`config.mk`:
```
export PLATFORM = sky130hd
export DESIGN_NAME = uncached_store_limiter
export DESIGN_NICKNAME = d
export VERILOG_FILES = /design/src/rtl/ucst_limiter_pkg.sv /design/src/rtl/ucst_credit_counter.sv /design/src/rtl/uncached_store_limiter.sv
export SDC_FILE = /design/constraint.sdc
export NUM_CORES = 1
export LEC_CHECK = 0
export CAP_MARGIN = 20
export CORE_MARGIN = 5
export CORE_UTILIZATION = 28
export CTS_BUF_LIST = sky130_fd_sc_hd__clkbuf_8
export DETAILED_ROUTE_END_ITERATION = 6
export GPL_ROUTABILITY_DRIVEN = 1
export SLEW_MARGIN = 40
export SYNTH_ARGS = -nofsm -noshare
export SYNTH_HDL_FRONTEND = slang
export SYNTH_SLANG_ARGS = --single-unit
```
`constraint.sdc`:
```
create_clock -name clk_i -period 2 [get_ports clk_i]
set_clock_uncertainty 0.2 [all_clocks]
set_input_delay 0.4 -clock clk_i [delete_from_list [all_inputs] [get_ports clk_i]]
set_output_delay 0.4 -clock clk_i [all_outputs]
set_load 0.05 [all_outputs]
```
`src/rtl/ucst_limiter_pkg.sv`:
```
// Shared types for the uncached-store limiter: FSM state encoding and stats counter width.
package ucst_limiter_pkg;

  typedef enum logic [2:0] {
    IDLE,
    BUSY,
    FULL,
    DRAIN,
    DONE
  } ucst_state_e;

  localparam int unsigned UCST_STALL_CNT_W = 32;

endpackage

```
`src/rtl/ucst_credit_counter.sv`:
```
// Up/down count of issued-but-unacknowledged uncached stores, with a sticky underflow flag.
module ucst_credit_counter #(
  parameter int unsigned MaxOutstanding = 7,
  parameter int unsigned CntWidth       = $clog2(MaxOutstanding + 1)
) (
  input  logic                clk_i,
  input  logic                rst_i,
  input  logic                inc_i,
  input  logic                dec_i,
  output logic [CntWidth-1:0] cnt_o,
  output logic [CntWidth-1:0] cnt_next_o,
  output logic                underflow_o
);

  logic [CntWidth-1:0] cnt_q, cnt_d;
  logic                underflow_q, underflow_d;

  always_comb begin
    cnt_d       = cnt_q;
    underflow_d = underflow_q;
    if (dec_i && (cnt_q == '0)) begin
      underflow_d = 1'b1;
    end
    if (inc_i && !dec_i) begin
      cnt_d = cnt_q + CntWidth'(1);
    end else if (dec_i && !inc_i && (cnt_q != '0)) begin
      cnt_d = cnt_q - CntWidth'(1);
    end
  end

  always_ff @(posedge clk_i) begin
    if (rst_i) begin
      cnt_q       <= '0;
      underflow_q <= 1'b0;
    end else begin
      cnt_q       <= cnt_d;
      underflow_q <= underflow_d;
    end
  end

  assign cnt_o       = cnt_q;
  assign cnt_next_o  = cnt_d;
  assign underflow_o = underflow_q;

endmodule

```
`src/rtl/uncached_store_limiter.sv`:
```
// Credit gate for uncached stores with fence drain; optional stall statistics when
// UCST_LIMITER_STATS_EN is defined (adds stall_cycles_o).
module uncached_store_limiter
  import ucst_limiter_pkg::*;
#(
  parameter int unsigned MaxOutstanding = 7,
  parameter int unsigned CntWidth       = $clog2(MaxOutstanding + 1)
) (
  input  logic                clk_i,
  input  logic                rst_i,
  input  logic                req_valid_i,
  input  logic                req_uncached_i,
  output logic                req_ready_o,
  output logic                out_valid_o,
  input  logic                out_ready_i,
  input  logic                bresp_valid_i,
  input  logic                fence_i,
  output logic                fence_done_o,
  output logic [CntWidth-1:0] outstanding_o,
  output logic                err_o
`ifdef UCST_LIMITER_STATS_EN
  ,
  output logic [UCST_STALL_CNT_W-1:0] stall_cycles_o
`endif
);

  localparam logic [CntWidth-1:0] CntMax = CntWidth'(MaxOutstanding);

  ucst_state_e         state_q;
  ucst_state_e         level_state;
  logic                fence_done_q;
  logic [CntWidth-1:0] cnt;
  logic [CntWidth-1:0] cnt_next;
  logic                allow;
  logic                issue;

  // DONE still stalls so nothing slips in between the drain and the done pulse.
  assign allow = (state_q != DRAIN) && (state_q != DONE) &&
                 (!req_uncached_i || (cnt < CntMax));

  assign out_valid_o = req_valid_i && allow;
  assign req_ready_o = out_ready_i && allow;
  assign issue       = out_valid_o && out_ready_i && req_uncached_i;

  ucst_credit_counter #(
    .MaxOutstanding(MaxOutstanding),
    .CntWidth      (CntWidth)
  ) u_credit_counter (
    .clk_i      (clk_i),
    .rst_i      (rst_i),
    .inc_i      (issue),
    .dec_i      (bresp_valid_i),
    .cnt_o      (cnt),
    .cnt_next_o (cnt_next),
    .underflow_o(err_o)
  );

  always_comb begin
    level_state = BUSY;
    if (cnt_next == '0) begin
      level_state = IDLE;
    end else if (cnt_next == CntMax) begin
      level_state = FULL;
    end
  end

  always_ff @(posedge clk_i) begin
    if (rst_i) begin
      state_q      <= IDLE;
      fence_done_q <= 1'b0;
    end else begin
      fence_done_q <= 1'b0;
      case (state_q)
        IDLE, BUSY, FULL: begin
          if (fence_i) begin
            // A same-cycle issue can leave stores in flight even from IDLE.
            if (cnt_next == '0) begin
              state_q      <= DONE;
              fence_done_q <= 1'b1;
            end else begin
              state_q <= DRAIN;
            end
          end else begin
            state_q <= level_state;
          end
        end
        DRAIN: begin
          if (cnt_next == '0) begin
            state_q      <= DONE;
            fence_done_q <= 1'b1;
          end
        end
        DONE:    state_q <= IDLE;
        default: state_q <= IDLE;
      endcase
    end
  end

  assign fence_done_o  = fence_done_q;
  assign outstanding_o = cnt;

`ifdef UCST_LIMITER_STATS_EN
  logic [UCST_STALL_CNT_W-1:0] stall_cnt_q;

  always_ff @(posedge clk_i) begin
    if (rst_i) begin
      stall_cnt_q <= '0;
    end else if (req_valid_i && !allow && (stall_cnt_q != '1)) begin
      stall_cnt_q <= stall_cnt_q + UCST_STALL_CNT_W'(1);
    end
  end

  assign stall_cycles_o = stall_cnt_q;
`endif

`ifndef SYNTHESIS
  a_no_issue_at_max: assert property (@(posedge clk_i) disable iff (rst_i)
    !(issue && (cnt == CntMax)));

  a_done_single_cycle: assert property (@(posedge clk_i) disable iff (rst_i)
    fence_done_q |=> !fence_done_q);
`endif

endmodule

```
After elaboration in Yosys (flattened, before gate mapping)

Index checks and enable logic that the tools add are counted.

Memory bits (read-only): 0
Latch bits: 0
Output and inout port bits: 7
Word-level logic and storage cells: 44
Memories: 0
Bits in registers: 8
Bits in writable memories: 0

Mux-type cells: 11
Shift operators: 0
Bitwise logic cells: 0
$mul: 0
Reductions and logical operators: 19
Order comparisons: 1
Equal/unequal tests: 7
Div/mod/pow operators: 0
$add $sub $neg: 2

Operators by type and width:

| operator                                                           | count |
|---|---|
| 3-bit two-way mux                                                  | 5 |
| 1-bit logical AND                                                  | 10 |
| 3-bit zero test                                                    | 3 |
| 3-bit by 2-bit == test with 1-bit output, second input constant    | 2 |
| 3-bit case mux with 2 select lines                                 | 1 |
| 2-bit two-way mux                                                  | 2 |
| 3-bit by 1-bit adder with 3-bit output, second input constant      | 1 |
| 3-bit by 1-bit == test with 1-bit output, second input constant    | 1 |
| 3-bit == test, second input constant                               | 1 |
| 1-bit zero test                                                    | 3 |
| 3-bit < comparator, second input constant                          | 1 |
| 3-bit by 2-bit != test with 1-bit output, second input constant    | 1 |
| 3-bit != test, second input constant                               | 1 |
| 3-bit nonzero test                                                 | 1 |
| 3-bit OR reduction                                                 | 1 |
| 3-bit by 1-bit subtractor with 3-bit output, second input constant | 1 |
| 1-bit two-way mux                                                  | 2 |
| 2-bit != test, second input constant                               | 1 |
| 1-bit case mux with 2 select lines                                 | 1 |
| 1-bit logical OR                                                   | 1 |

Longest topological paths before layout

Gate-level depths: netlist of the first run.

Word-level depth: 16
Mapped depth: 8

Hierarchy

Synthesis of the first run repeated with hierarchy kept, for this count alone.

Cell total of the unflattened synthesis: 56
Area total of the unflattened synthesis: 506.7 um2

By module, submodules not included:

| module                 | seq. area each (um2) | instances | cells each | area an instance (um2) |
|---|---|---|---|---|
| ucst_credit_counter    | 80.1                 | 1         | 34         | 292.8 |
| uncached_store_limiter | 80.1                 | 1         | 22         | 214.0 |

Worst setup path after synthesis of the first run

Ideal clock, no wire load.

Kind: reg2reg
Start: reg u_credit_counter.cnt_q[0], in the netlist u_credit_counter.cnt_o[0]
End: reg state_q[0]
Stages on the path, launching flop included: 9
Arrival time: 2.197 ns
Library setup time: 0.122 ns
Clock period less this slack: 2.518 ns
Setup slack: -0.518 ns
Path buffers: 0
Cell sequence: dfxtp_1 > inv_1 > ha_1 > inv_1 > o21ai_0 > a211o_2 > a211oi_1 > o31ai_1 > o311a_1

Word-level cells in the longest chain between the ends: 16
Elaborated cells between the ends (all ways): 23
Those cells by class: add/sub: 2; order compare: 1; eq/ne: 2; mux: 7; reduce/logical: 11

RTL lines:

| element                            | RTL line                     | source |
|---|---|---|
| start, declared                    | ucst_credit_counter.sv:15    | `logic [CntWidth-1:0] cnt_q, cnt_d;` |
| start signal, assigned             | ucst_credit_counter.sv:36    | `cnt_q <= cnt_d;` |
| 3-bit < comparator                 | uncached_store_limiter.sv:39 | `(!req_uncached_i \|\| (cnt < CntMax));` |
| 1-bit logical OR                   | uncached_store_limiter.sv:39 |  |
| 1-bit logical AND                  | uncached_store_limiter.sv:38 | `assign allow = (state_q != DRAIN) && (state_q != DONE) &&` |
| 1-bit logical AND                  | uncached_store_limiter.sv:41 | `assign out_valid_o = req_valid_i && allow;` |
| 1-bit logical AND (2 in series)    | uncached_store_limiter.sv:43 | `assign issue = out_valid_o && out_ready_i && req_uncached_i;` |
| 1-bit zero test                    | ucst_credit_counter.sv:26    | `end else if (dec_i && !inc_i && (cnt_q != '0)) begin` |
| 1-bit logical AND (2 in series)    | ucst_credit_counter.sv:26    |  |
| 3-bit two-way mux                  | ucst_credit_counter.sv:26    |  |
| 3-bit two-way mux *                | ucst_credit_counter.sv:24    | `if (inc_i && !dec_i) begin` |
| 3-bit == test                      | uncached_store_limiter.sv:62 | `end else if (cnt_next == CntMax) begin` |
| 2-bit two-way mux                  | uncached_store_limiter.sv:62 |  |
| 2-bit two-way mux                  | uncached_store_limiter.sv:60 | `if (cnt_next == '0) begin` |
| 3-bit two-way mux                  | uncached_store_limiter.sv:75 | `if (fence_i) begin` |
| 3-bit case mux with 2 select lines | uncached_store_limiter.sv:73 | `case (state_q)` |
| end signal, assigned               | uncached_store_limiter.sv:84 | `state_q <= level_state;` |
| end, declared                      | uncached_store_limiter.sv:29 | `ucst_state_e state_q;` |

Mark *: on every way between the ends. The rest lies on a longest branch, timed or not.
A chain may end at the register's enable or synchronous reset.

Worst setup path after layout of the first run

Start: reg u_credit_counter.cnt_q[0], in the netlist u_credit_counter.cnt_o[0]
End: reg state_q[1]

The elaborated chain is that of the path after synthesis.

==> impl_metrics.tcl, run 1 <==
set metrics [dict create \
    outcome "finished, violations left" \
    violations "negative setup slack" \
    relSlewSlack 0.701 \
    yosys_most_used_dff "dfxtp_1" \
    drtAntennaViolNets 0 \
    seqCellArea_um2 174 \
    post-place-ws_ns -0.456 \
    synth_xor_area_frac 0.0161 \
    vias 667 \
    nFillCells 153 \
    pwr-share-clk 0.114 \
    p_sw_frac 0.449 \
    power_frac_seq 0.177 \
    post-route-util 0.601 \
    clk_latency_ns 0.23 \
    async_flop_share 0 \
    endpoint "state_q[1]" \
    synth_top_area_frac 0.295 \
    finalHoldViolations 0 \
    grt_max_degree 9 \
    overflow 0 \
    dr.first_iter.drc_count 12 \
    htree_levels 1 \
    gp_congestion 0.842 \
    muxShareOfSynthArea 0 \
    wl_met3_um 112 \
    syn_nets 76 \
    r2r_start "u_credit_counter.cnt_o[0]" \
    num_rows 16 \
    fmax_ghz 0.484 \
    r2r_end "state_q[1]" \
    clock_path_buffers 2 \
    cp.arrival_ns 1.96 \
    final_max_slew_viol_count 0 \
    wl_per_cell_um 14.8 \
    yosys.area_share.simple 0.283 \
    fin_cells 131 \
    ioPinCount 14 \
    rsz0062_at_grt "yes" \
    setup_viol 2 \
    powerDensity_nw_per_um2 1560 \
    worst_pin_slew_ns 0.444 \
    min_period_ns 2.07 \
    cap_viol_max_count 0 \
    synth_area_per_cell_um2 8.23 \
    timing.hold.ws_ns 0.268 \
    ys_ff_latch 8 \
    hp-class "reg2reg" \
    synthCells 66 \
    fin_nets 115 \
    synth_enable_flop_cells 0 \
    core_area_um2 1900 \
    insertedDiodeCount 0 \
    start_kind "flop" \
    internal_power_w 0.000984 \
    final_cell_mix "buf_4 (21), nor2_1 (8), buf_6 (6), inv_1 (5)" \
    synth_top_family_by_area "simple AND/OR/NAND/NOR gates" \
    synth-compound-area-share 0.274 \
    grt_pass1_vias 640 \
    wl_um 1940 \
    numCtsBuffers 3 \
    ir_drop_v 0.000684 \
    dp.cells 121 \
    hpwl_um 1260 \
    yosys_warnings 0 \
    power.switching_w 0.000801 \
    dr.pass1.iters 4 \
    startpoint "u_credit_counter.cnt_o[0]" \
    root_buffer "clkbuf_8" \
    combinationalPowerShare 0.709 \
    cp-end-kind "flop" \
    cts_tree "done" \
    finalWorstSetupSlack_ns -0.0673 \
    ys_seq_area_frac 0.295 \
    clock-sinks 8 \
    period_share 1.03 \
    top_layer_used "met3" \
    p_leak_nw 0.469 \
    drc 0 \
    via_per_inst 5.09 \
    placedInstanceArea_um2 855 \
    fin_area_um2 1140 \
    start_util 0.286 \
    synthTopCellsByArea "dfxtp_1 (29%), ha_1 (6.9%), nor2_1 (5.5%)" \
    yosysTopAreaCell "dfxtp_1" \
    synth_adder_area_share 0.0691 \
    die_h_um 54.0 \
    wl_met1_um 810 \
    globalRouteTotalUtil 0.131 \
    synth_cell_types 34 \
    floorplan.die_area_um2 2920 \
    portBuffers 13 \
    reg2reg_depth 6 \
    multi_input_area_um2 543 \
    worst-path-max-fanout 3 \
    synth_area_um2 543 \
    antenna_found_initial 0 \
    die_x_um 54.0 \
    clkTransAtPathRegs_ns 0.04 \
    dr_wl_met2_um 1020 \
    reg2reg_slack_ns -0.07 \
    crit_required_ns 1.90 \
    layout_commonest_cell "buf_4" \
    grt_pass1_wl_um 2740 \
    drive_above_1_share 0.606 \
    syn_to_final_growth_pct 111 \
    worstSetupPathType "reg2reg" \
]
-- cells by family after synthesis --
group	Yosys count
xor gates and xnor gates	1
AOI/OAI and AO/OA	20
buffers and inverters	7
adders and majority gates	3
and+or+nand+nor	27
DFF	8
-- Yosys cell counts (2+ instances only) --
| master | n |
|---|---|
| a21oi_1 | 2 |
| a31oi_1 | 2 |
| and3_1 | 2 |
| dfxtp_1 | 8 |
| ha_1 | 3 |
| inv_1 | 6 |
| nand2_1 | 3 |
| nand2b_1 | 2 |
| nand4_1 | 2 |
| nor2_1 | 8 |
| nor4_1 | 2 |
| o21ai_0 | 3 |
| or4_1 | 2 |
-- power groups by stage --
stage | Combinational, W | Sequential (W) | Clock, W
after floorplan | 0.000429 | 0.000409 | 0
after global placement | 0.000905 | 0.000300 | 0
after detailed placement | 0.000921 | 0.000302 | 0
after CTS | 0.00108 | 0.000302 | 0.000198
after global routing | 0.00135 | 0.000325 | 0.000214
final | 0.00126 | 0.000316 | 0.000204
-- registers in the layout, indices dropped and copies added, names as in the netlist --
| register | flops |
|---|---|
| fence_done_o | 1 |
| state_q | 3 |
| u_credit_counter.cnt_o | 3 |
| u_credit_counter.underflow_o | 1 |
-- through the flow --
step	power [W]	TNS, ns
2_1_floorplan	0.000839	-0.0222
3_3_place_gp	0.00121	-1.76
3_5_place_dp	0.00122	-1.99
4_1_cts	0.00159	-0.0659
5_1_grt	0.00189	-0.438
6_report	0.00178	-0.116
-- layout make-up --
type,instances,share of cell area
Clock buffer,3,0.0361
Clock inverter,1,0.00328
Inverter,6,0.0219
Multi-Input combinational cell,51,0.475
Sequential cell,8,0.152
Tap cell,27,0.0295
Timing Repair Buffer,35,0.282
-- per-layer routing --
metal  GRT usage  vias to the layer above
li1            -                      330
met1       0.151                      319
met2       0.236                       18
met3      0.0416                        0
met4      0.0249                        0
met5           0                        -
-- timing repair --
action,in CTS,in global routing
pin swaps,6,11
setup endpoints to repair,7,6
setup buffers,5,1
gates cloned,0,0
gates resized for setup,24,19
hold buffers,0,0
-- worst max-delay path: stages (launching register included) --
cell	delay (ns)
dfxtp_4	0.36
buf_6	0.13
ha_4	0.16
or4_4	0.55
a211oi_4	0.28
or4_1	0.14
o221ai_1	0.10
-- worst min-delay path by stage --
stage,startpoint,endpoint,slack [ns],depth (start not counted)
2_1_floorplan,rst_i,u_credit_counter.cnt_o[2],0.26,1
3_3_place_gp,u_credit_counter.underflow_o,u_credit_counter.underflow_o,0.26,2
3_5_place_dp,u_credit_counter.underflow_o,u_credit_counter.underflow_o,0.26,2
4_1_cts,u_credit_counter.underflow_o,u_credit_counter.underflow_o,0.27,2
5_1_grt,u_credit_counter.underflow_o,u_credit_counter.underflow_o,0.32,2
6_report,u_credit_counter.underflow_o,u_credit_counter.underflow_o,0.27,2
Note: power is estimated with default switching activity, not from simulation.
==> run 2, diff against run 1 <==
SETUP_SLACK_MARGIN = 0.3   (was not set)
==> impl_metrics.tcl, run 2 (synthesis gave the netlist of run 1 again) <==
set metrics [dict create \
    r2r_end "state_q[0]" \
    num_rows 16 \
    min_to "u_credit_counter.underflow_o" \
    hold_buffers 0 \
    drc 0 \
    antenna_found_initial 0 \
    dp.cells 115 \
    syn_to_final_growth_pct 80.4 \
    nFillCells 177 \
    portBuffers 13 \
    worst_pin_slew_ns 0.541 \
    reg2reg_depth 6 \
    cp.depth 6 \
    via_per_inst 5.27 \
    globalRouteTotalUtil 0.140 \
    drtAntennaViolNets 0 \
    core_area_um2 1900 \
    start_kind "flop" \
    critPathSlowestCell "nor4_1" \
    outcome "finished, violations left" \
    htree_levels 1 \
    fmax_ghz 0.486 \
    vias 643 \
    finalWorstSetupSlack_ns -0.0556 \
    grt_pass1_vias 656 \
    ir_drop_v 0.000628 \
    pwr-share-clk 0.135 \
    numCtsBuffers 3 \
    overflow 0 \
    combinationalPowerShare 0.661 \
    layout_commonest_cell "buf_4" \
    hpwl_um 1180 \
    p_leak_nw 0.416 \
    placedInstanceArea_um2 812 \
    power_frac_seq 0.204 \
    fin_cells 122 \
    hold_depth 2 \
    powerDensity_nw_per_um2 1580 \
    clock-sinks 8 \
    fin_nets 106 \
    worstPathCellList "nand3b_1, o21ai_2, nor4_1, a211o_1, a31oi_4, o311a_1" \
    period_share 1.03 \
    internal_power_w 0.000833 \
    min_period_ns 2.06 \
    drive_above_1_share 0.526 \
    cp.arrival_ns 1.97 \
    rsz0062_at_grt "yes" \
    finalHoldViolations 0 \
    die_h_um 54.0 \
    power.switching_w 0.000712 \
    r2r_start "state_q[2]" \
    crit_required_ns 1.91 \
    worstSetupPathType "reg2reg" \
    floorplan.die_area_um2 2920 \
    worst-path-max-fanout 4 \
    holdCritStartpoint "u_credit_counter.underflow_o" \
    cap_viol_max_count 0 \
    insertedDiodeCount 0 \
    cp-end-kind "flop" \
    wl_per_cell_um 14.8 \
    die_x_um 54.0 \
    final_cell_mix "buf_4 (18), nor2_1 (7), inv_1 (5), dlygate4sd2_1 (4), dfxtp_4 (4)" \
    final_max_slew_viol_count 0 \
    cts_tree "done" \
    clock_path_buffers 2 \
    max_stage_delay_ns 0.43 \
    root_buffer "clkbuf_8" \
    clkTransAtPathRegs_ns 0.05 \
    gp_congestion 0.900 \
    wl_um 1810 \
    violations "negative setup slack" \
    setup_viol 2 \
    dr.pass1.iters 4 \
    dr.first_iter.drc_count 24 \
    grt_pass1_wl_um 2900 \
    fin_area_um2 980 \
    clk_latency_ns 0.24 \
    crit_family "compound AO/OA/AOI/OAI gates" \
    p_sw_frac 0.461 \
    grt_max_degree 8 \
    hp-class "reg2reg" \
    ioPinCount 14 \
    reg2reg_slack_ns -0.06 \
    relSlewSlack 0.636 \
    crit_buf_inv 0 \
    start_util 0.286 \
]
run 2: per-stage QoR:
stage | hold slack, ns | setup slack (ns) | setup TNS [ns] | power [W] | utilization
finish | 0.271 | -0.0556 | -0.0794 | 0.00154 | 0.515
global route | 0.368 | -0.127 | -0.344 | 0.00163 | 0.515
CTS | 0.274 | -0.0183 | -0.0357 | 0.00146 | 0.493
detailed placement | 0.263 | -0.406 | -1.67 | 0.00112 | 0.427
global placement | 0.252 | -0.380 | -1.64 | 0.00111 | 0.427
floorplan | 0.262 | -0.0222 | -0.0222 | 0.000841 | -
run 2: final cells by class:
class                           instances  area (um^2)  area share
Clock buffer                            3         41.3      0.0421
Clock inverter                          1         3.75     0.00383
Inverter                                6         25.0      0.0255
Multi-Input combinational cell         51          469       0.479
Sequential cell                         8          176       0.180
Tap cell                               27         33.8      0.0345
Timing Repair Buffer                   26          230       0.235
run 2: power by group through the flow:
stage / sequential [W] / clock [W] / combinational, W
after global routing: 0.000326 / 0.000216 / 0.00109
after detailed placement: 0.000309 / 0 / 0.000810
after CTS: 0.000310 / 0.000210 / 0.000935
after global placement: 0.000308 / 0 / 0.000801
final: 0.000315 / 0.000208 / 0.00102
after floorplan: 0.000409 / 0 / 0.000432
run 2: metal layers:
layer  global-route usage  up-vias  share of wire  routed length (um)
li1                     -      312              -                   -
met2                0.226       25           0.49                 878
met5                    0        -              0                   0
met4               0.0664        0         0.0055                  10
met3               0.0554        2          0.055                 100
met1                0.161      304           0.45                 817
run 2: timing repair:
| action | 4_1_cts | 5_1_grt |
|---|---|---|
| buffers inserted | 2 | 1 |
| gates resized for setup | 18 | 8 |
| endpoints found under the hold margin | 0 | 0 |
| setup endpoints to repair | 9 | 9 |
| pin swaps | 8 | 4 |
run 2: worst max path at each step:
stage,end,startpoint
finish,state_q[0],state_q[2]
global route,state_q[0],state_q[2]
CTS,state_q[0],u_credit_counter.cnt_o[0]
detailed placement,state_q[0],out_ready_i
global placement,state_q[0],out_ready_i
floorplan,state_q[0],u_credit_counter.cnt_o[2]
run 2: worst min-delay path, cell delays in order (launching register included):
cell and delay, ns:
dfxtp_1 0.32, a31oi_1 0.04, nor2_1 0.07
